===== config.mk =====
export PLATFORM = sky130hd
export DESIGN_NAME = input_irq_ctrl
export DESIGN_NICKNAME = d
export VERILOG_FILES = /design/src/rtl/input_irq_ctrl.sv
export SDC_FILE = /design/constraint.sdc
export NUM_CORES = 1
export LEC_CHECK = 0
export CORE_MARGIN = 2
export CORE_UTILIZATION = 35
export CTS_CLUSTER_SIZE = 10
export DETAILED_ROUTE_END_ITERATION = 8
export PLACE_DENSITY_LB_ADDON = 0.15
export SLEW_MARGIN = 15
export SYNTH_ARGS = -nofsm -noshare
export SYNTH_HDL_FRONTEND = slang
export SYNTH_SLANG_ARGS = --single-unit

===== constraint.sdc =====
create_clock -name clk -period 1.7 [get_ports clk]
set_input_delay 0.51 -clock clk [delete_from_list [all_inputs] [get_ports clk]]
set_output_delay 0.51 -clock clk [all_outputs]
set_load 0.02 [all_outputs]

===== src/rtl/input_irq_ctrl.sv =====
// input_irq_ctrl: user-input interrupt controller.
// Each channel is synchronised, debounced and edge-detected into a sticky
// write-1-to-clear PENDING bit. The bits are masked and OR-reduced into one
// registered level interrupt. A small Avalon-MM slave with a fixed read
// latency of 1 exposes the register file.
module input_irq_ctrl #(
    parameter int N_IN            = 6,
    parameter int SYNC_STAGES     = 2,
    parameter int DEBOUNCE_CYCLES = 1000
) (
    input  logic            clk,
    input  logic            reset_n,
    input  logic [N_IN-1:0] in_sig,
    input  logic [2:0]      avl_address,
    input  logic            avl_read,
    input  logic            avl_write,
    input  logic [31:0]     avl_writedata,
    output logic [31:0]     avl_readdata,
    output logic            avl_irq
);

    // A zero-cycle debounce still needs a legal counter width. In that case
    // the counters are never incremented.
    localparam int CNT_W = (DEBOUNCE_CYCLES > 0) ? $clog2(DEBOUNCE_CYCLES + 1) : 1;
    localparam logic [CNT_W-1:0] CNT_LAST =
        (DEBOUNCE_CYCLES > 0) ? CNT_W'(DEBOUNCE_CYCLES - 1) : '0;

    localparam logic [2:0] ADDR_DATA    = 3'd0;
    localparam logic [2:0] ADDR_PENDING = 3'd1;
    localparam logic [2:0] ADDR_MASK    = 3'd2;
    localparam logic [2:0] ADDR_RISE_EN = 3'd3;
    localparam logic [2:0] ADDR_FALL_EN = 3'd4;

    // Synchroniser chain. Element [SYNC_STAGES-1] is the oldest stage.
    logic [SYNC_STAGES-1:0][N_IN-1:0] sync_p;
    logic [N_IN-1:0]                  sync_s;

    // Debounced state and per-channel stability counters.
    logic [N_IN-1:0]  db_q;
    logic [N_IN-1:0]  db_d;
    logic [CNT_W-1:0] cnt_q [N_IN];
    logic [CNT_W-1:0] cnt_d [N_IN];

    // Register file.
    logic [N_IN-1:0] pending_q;
    logic [N_IN-1:0] mask_q;
    logic [N_IN-1:0] rise_en_q;
    logic [N_IN-1:0] fall_en_q;

    logic [N_IN-1:0] edge_det;
    logic [N_IN-1:0] pend_clr;
    logic [31:0]     rd_mux;

    assign sync_s = sync_p[SYNC_STAGES-1];

    // Shift the raw inputs through the synchroniser flops.
    always_ff @(posedge clk) begin
        if (!reset_n) begin
            sync_p <= '0;
        end else begin
            sync_p <= {sync_p[SYNC_STAGES-2:0], in_sig};
        end
    end

    // Debounce rule: the state follows the input only after DEBOUNCE_CYCLES
    // consecutive mismatching cycles. Any return to the held state restarts
    // the count.
    always_comb begin
        db_d = db_q;
        for (int i = 0; i < N_IN; i++) begin
            cnt_d[i] = '0;
        end
        if (DEBOUNCE_CYCLES == 0) begin
            db_d = sync_s;
        end else begin
            for (int i = 0; i < N_IN; i++) begin
                if (sync_s[i] != db_q[i]) begin
                    if (cnt_q[i] == CNT_LAST) begin
                        db_d[i] = sync_s[i];
                    end else begin
                        cnt_d[i] = cnt_q[i] + CNT_W'(1);
                    end
                end
            end
        end
    end

    // Register the debounced state and the counters.
    always_ff @(posedge clk) begin
        if (!reset_n) begin
            db_q <= '0;
            for (int i = 0; i < N_IN; i++) begin
                cnt_q[i] <= '0;
            end
        end else begin
            db_q <= db_d;
            for (int i = 0; i < N_IN; i++) begin
                cnt_q[i] <= cnt_d[i];
            end
        end
    end

    // Detect edges on the clock where the debounced state changes. Also
    // decode the W1C clear mask.
    always_comb begin
        edge_det = (db_d & ~db_q & rise_en_q) | (~db_d & db_q & fall_en_q);
        pend_clr = '0;
        if (avl_write && (avl_address == ADDR_PENDING)) begin
            pend_clr = avl_writedata[N_IN-1:0];
        end
    end

    // Update the sticky pending bits. A new edge wins over a clear in the same cycle.
    always_ff @(posedge clk) begin
        if (!reset_n) begin
            pending_q <= '0;
        end else begin
            pending_q <= (pending_q & ~pend_clr) | edge_det;
        end
    end

    // Write the software-configurable control registers.
    always_ff @(posedge clk) begin
        if (!reset_n) begin
            mask_q    <= '0;
            rise_en_q <= '1;
            fall_en_q <= '1;
        end else if (avl_write) begin
            case (avl_address)
                ADDR_MASK:    mask_q    <= avl_writedata[N_IN-1:0];
                ADDR_RISE_EN: rise_en_q <= avl_writedata[N_IN-1:0];
                ADDR_FALL_EN: fall_en_q <= avl_writedata[N_IN-1:0];
                default:      ;
            endcase
        end
    end

    // Select the read data from the pre-update register contents. Unused
    // upper bits and unmapped addresses read as zero.
    always_comb begin
        rd_mux = '0;
        case (avl_address)
            ADDR_DATA:    rd_mux[N_IN-1:0] = db_q;
            ADDR_PENDING: rd_mux[N_IN-1:0] = pending_q;
            ADDR_MASK:    rd_mux[N_IN-1:0] = mask_q;
            ADDR_RISE_EN: rd_mux[N_IN-1:0] = rise_en_q;
            ADDR_FALL_EN: rd_mux[N_IN-1:0] = fall_en_q;
            default:      rd_mux = '0;
        endcase
    end

    // Capture read data on a read strobe and hold it otherwise.
    always_ff @(posedge clk) begin
        if (!reset_n) begin
            avl_readdata <= '0;
        end else if (avl_read) begin
            avl_readdata <= rd_mux;
        end
    end

    // Register the interrupt level from the enabled pending bits.
    always_ff @(posedge clk) begin
        if (!reset_n) begin
            avl_irq <= 1'b0;
        end else begin
            avl_irq <= |(pending_q & mask_q);
        end
    end

endmodule


==> metrics.csv <==
stage;metric;value;unit
yosys;synth warn;0;
min_path;HP Class;reg -> reg;
timing;Setup TNS;0;ns
global_route;global-route wire length before repair;17500;um
routing;met2 WL;4680;um
routing;DR WL/cell;13.1;um
floorplanning;Die ar.;0.0150;mm^2
layout;Layout Cell Area excl Fill;0.00584;mm^2
timing;endpoints failing setup;0;
worst_setup_path;CP max FO;3;
worst_setup_path;CP endpoint kind;flip-flop;
yosys;#FFs+latches synth;109;
yosys;Avg Inst Size Synth;8.92;um^2
yosys;top cell type by total area after synthesis;dfxtp_1;
yosys;post-synth top area share;44.4;%
layout;Filler cells;1361;
place;gpl congestion;0.823;
timing;Hold Fails Final Rpt;0;
timing;Max Clock Freq;620;MHz
clock_tree;clock transition at the registers of the reported paths;0.07;ns
place;placed insts;783;
yosys;register area share after synthesis;44.4;%
yosys;post-synthesis simple-gate area fraction;24.8;%
routing;iteration-0 DRC count of the detailed router;193;
global_route;vias in the first global route;3664;
power;overall power;4.93;mW
clock_tree;Post-CTS Hold Buffers;0;
power;Worst IR Drop VDD;0.607;mV
routing;post-route DRC violation count;0;
power;Pwr Density;845;mW/mm^2
worst_setup_path;critical path launch point type;flip-flop;
place;Post-Place Setup Slack;-0.349;ns
timing;minimum clock period;1.61;ns
yosys;Netlist Area Pre-Place;0.00492;mm^2
floorplanning;core region area;0.0138;mm^2
layout;area grow syn2layout;18.7;%
floorplanning;Top-Level Pins;78;
layout;post-layout util;42.2;%
clock_tree;TritonCTS Buffers;9;
global_route;total gr overflow;0;
yosys;post-synthesis compound-gate area fraction;13.4;%
routing;Via density;4.91;
routing;WL met3;409;um
layout;net count reported at finish;665;
outcome;status;finished clean;
clock_tree;H-tree depth;3;
floorplanning;FP Rows;43;
clock_tree;Post-CTS Resized;7;
layout;Ant. Diodes;0;
timing;Fin Hold WS;0.437;ns
timing;Max transition margin;60.7;%
routing;Routed WL;10400;um
yosys;EDFF count, synth;0;
timing;Slew @ Worst Pin;0.583;ns
yosys;Synth Area in XOR/XNOR;5.34;%
worst_setup_path;Crit path required time;1.94;ns
yosys;largest cells by area after synthesis;dfxtp_1 (44%), nor2_1 (5.5%), buf_4 (4.0%), nand3_1 (3.8%), nand2_1 (3.4%);
global_route;GRT Util Overall;14.9;%
job;Max Cap Viol;0;
yosys;Synth Area in Adders;1.53;%
routing;remaining antenna violation count after routing;0;
floorplanning;DIE WIDTH;123;um
clock_tree;Post-CTS Setup Repair Bufs;0;
worst_setup_path;crit path kind;reg -> reg;
timing;setup ws final;0.0863;ns
place;Detailed Place HPWL;7760;um
layout;commonest non-fill, non-tap cell in the layout;dfxtp_1;
layout;most frequent cells in the layout;dfxtp_1 (108), nor2_1 (72), nand2_1 (45);
worst_setup_path;slowest CP cell;or3b_1;
clock_tree;Longest Clk Path Bufs;2;
routing;Max Used Layer;met4;
layout;non-filler cells, final;799;
worst_setup_path;worst-path cell chain;ha_1 -> or3b_1 -> or2_1 -> o22a_1 -> o221a_1;
worst_setup_path;data arrival time of the critical path;1.86;ns
timing;crit share post-route;94.9;%
timing;Pins Over Slew Limit;0;
layout;fraction of layout cells with a size suffix above 1;11.1;%
yosys;cell count after synthesis;551;
yosys;Synth async-reset ratio;0;%
global_route;antenna violations before repair;0;
global_route;pin count of the biggest net entering global routing;32;
routing;Vias;3926;
clock_tree;TritonCTS clock tree;built;
worst_setup_path;Max stage delay on crit path;0.36;ns
yosys;Synth cell types;48;
routing;Met1 Wirelength;5180;um
routing;first drt pass iteration count;4;
clock_tree;worst-skew pair later-pin latency;0.35;ns
timing;unrepaired setup endpoints after global routing;no;
power;leakage power;2.25;nW
clock_tree;root buffer cell;clkbuf_16;
floorplanning;Die Span Y;123;um
yosys;largest family of logic cells by synthesized area;simple AND/OR/NAND/NOR gates;
clock_tree;Clock Sinks;109;
yosys;mux cell area share after synthesis;4.63;%
timing;Final Skew;0.00552;ns
place;dpl cell area;0.00556;mm^2
yosys;Primary FF master, synth;dfxtp_1;
floorplanning;initial core utilization;35.6;%
place;PortBufs;25;
## final timing paths
kind                     startpoint                endpoint  slack [ns]  depth (start not counted)
max reg2reg  cnt_q[0][1]$_SDFF_PP0_  cnt_q[0][7]$_SDFF_PP0_        0.09                          5
min            sync_p[4]$_SDFF_PN0_    sync_s[4]$_SDFF_PN0_        0.44                          1
max          cnt_q[0][1]$_SDFF_PP0_  cnt_q[0][7]$_SDFF_PP0_        0.09                          5
min reg2reg    sync_p[4]$_SDFF_PN0_    sync_s[4]$_SDFF_PN0_        0.44                          1
## Yosys cell counts, drive strengths merged, types with 2 or more instances
| master | n |
|---|---|
| buf | 29 |
| a21boi | 7 |
| xnor2 | 18 |
| o21a | 20 |
| nand3 | 37 |
| clkbuf | 8 |
| dfxtp | 109 |
| o211ai | 3 |
| nand2 | 45 |
| nor3 | 11 |
| o211a | 2 |
| a222oi | 5 |
| or3 | 6 |
| or3b | 2 |
| and4 | 3 |
| nand4 | 12 |
| a31oi | 5 |
| and3 | 15 |
| and2 | 14 |
| o21ai | 10 |
| nand3b | 2 |
| nor3b | 5 |
| inv | 11 |
| o221a | 6 |
| or2 | 3 |
| xor2 | 12 |
| a22oi | 14 |
| mux2i | 16 |
| a21oi | 15 |
| nor2 | 72 |
| mux2 | 6 |
| ha | 6 |
| nor2b | 14 |
## layout make-up
class	count	area, um^2	area share, %
multi-input cells	419	2540	43.5
flip-flops and latches	109	2180	37.4
repair buffers	64	567	9.71
clock buffers	10	229	3.92
well taps	180	225	3.86
clock inverters	6	48.8	0.836
inverters	11	41.3	0.708
## critical path, delay by kind of cell (launching register included)
| family | cells | cell delay [ns] |
|---|---|---|
| adders and majority gates | 1 | 0.17 |
| and+or+nand+nor | 2 | 0.59 |
| AOI/OAI and AO/OA | 2 | 0.39 |
| DFF | 1 | 0.35 |
## where the power goes
part / switching (mW) / total [mW] / internal (mW)
combinational: 0.189 / 0.338 / 0.149
sequential: 0.0225 / 2.61 / 2.59
clock: 0.977 / 1.98 / 1.01
## per-layer routing
layer | global-route usage, % | up-vias
li1 | - | 2013
met1 | 20.2 | 1836
met2 | 22.8 | 63
met3 | 3.76 | 14
met4 | 5.82 | 0
met5 | 0 | -
## logic make-up (layout without fill, tap and decap cells)
kind of cell               count (synthesis)  after routing
AOI/OAI and AO/OA                         91             91
xor gates and xnor gates                  30             30
adders and majority gates                  6              6
buffers and inverters                     48             91
DFF                                      109            109
muxes                                     22             22
other                                      1             26
and+or+nand+nor                          244            244
## state kept, by name, summed over array words and instances, names as in the netlist
| register | cells |
|---|---|
| avl_irq | 1 |
| avl_readdata | 6 |
| cnt_q | 60 |
| db_q | 6 |
| fall_en_q | 6 |
| mask_q | 6 |
| pending_q | 6 |
| rise_en_q | 6 |
| sync_p | 6 |
| sync_s | 6 |
(Power assumes the default switching activity.)
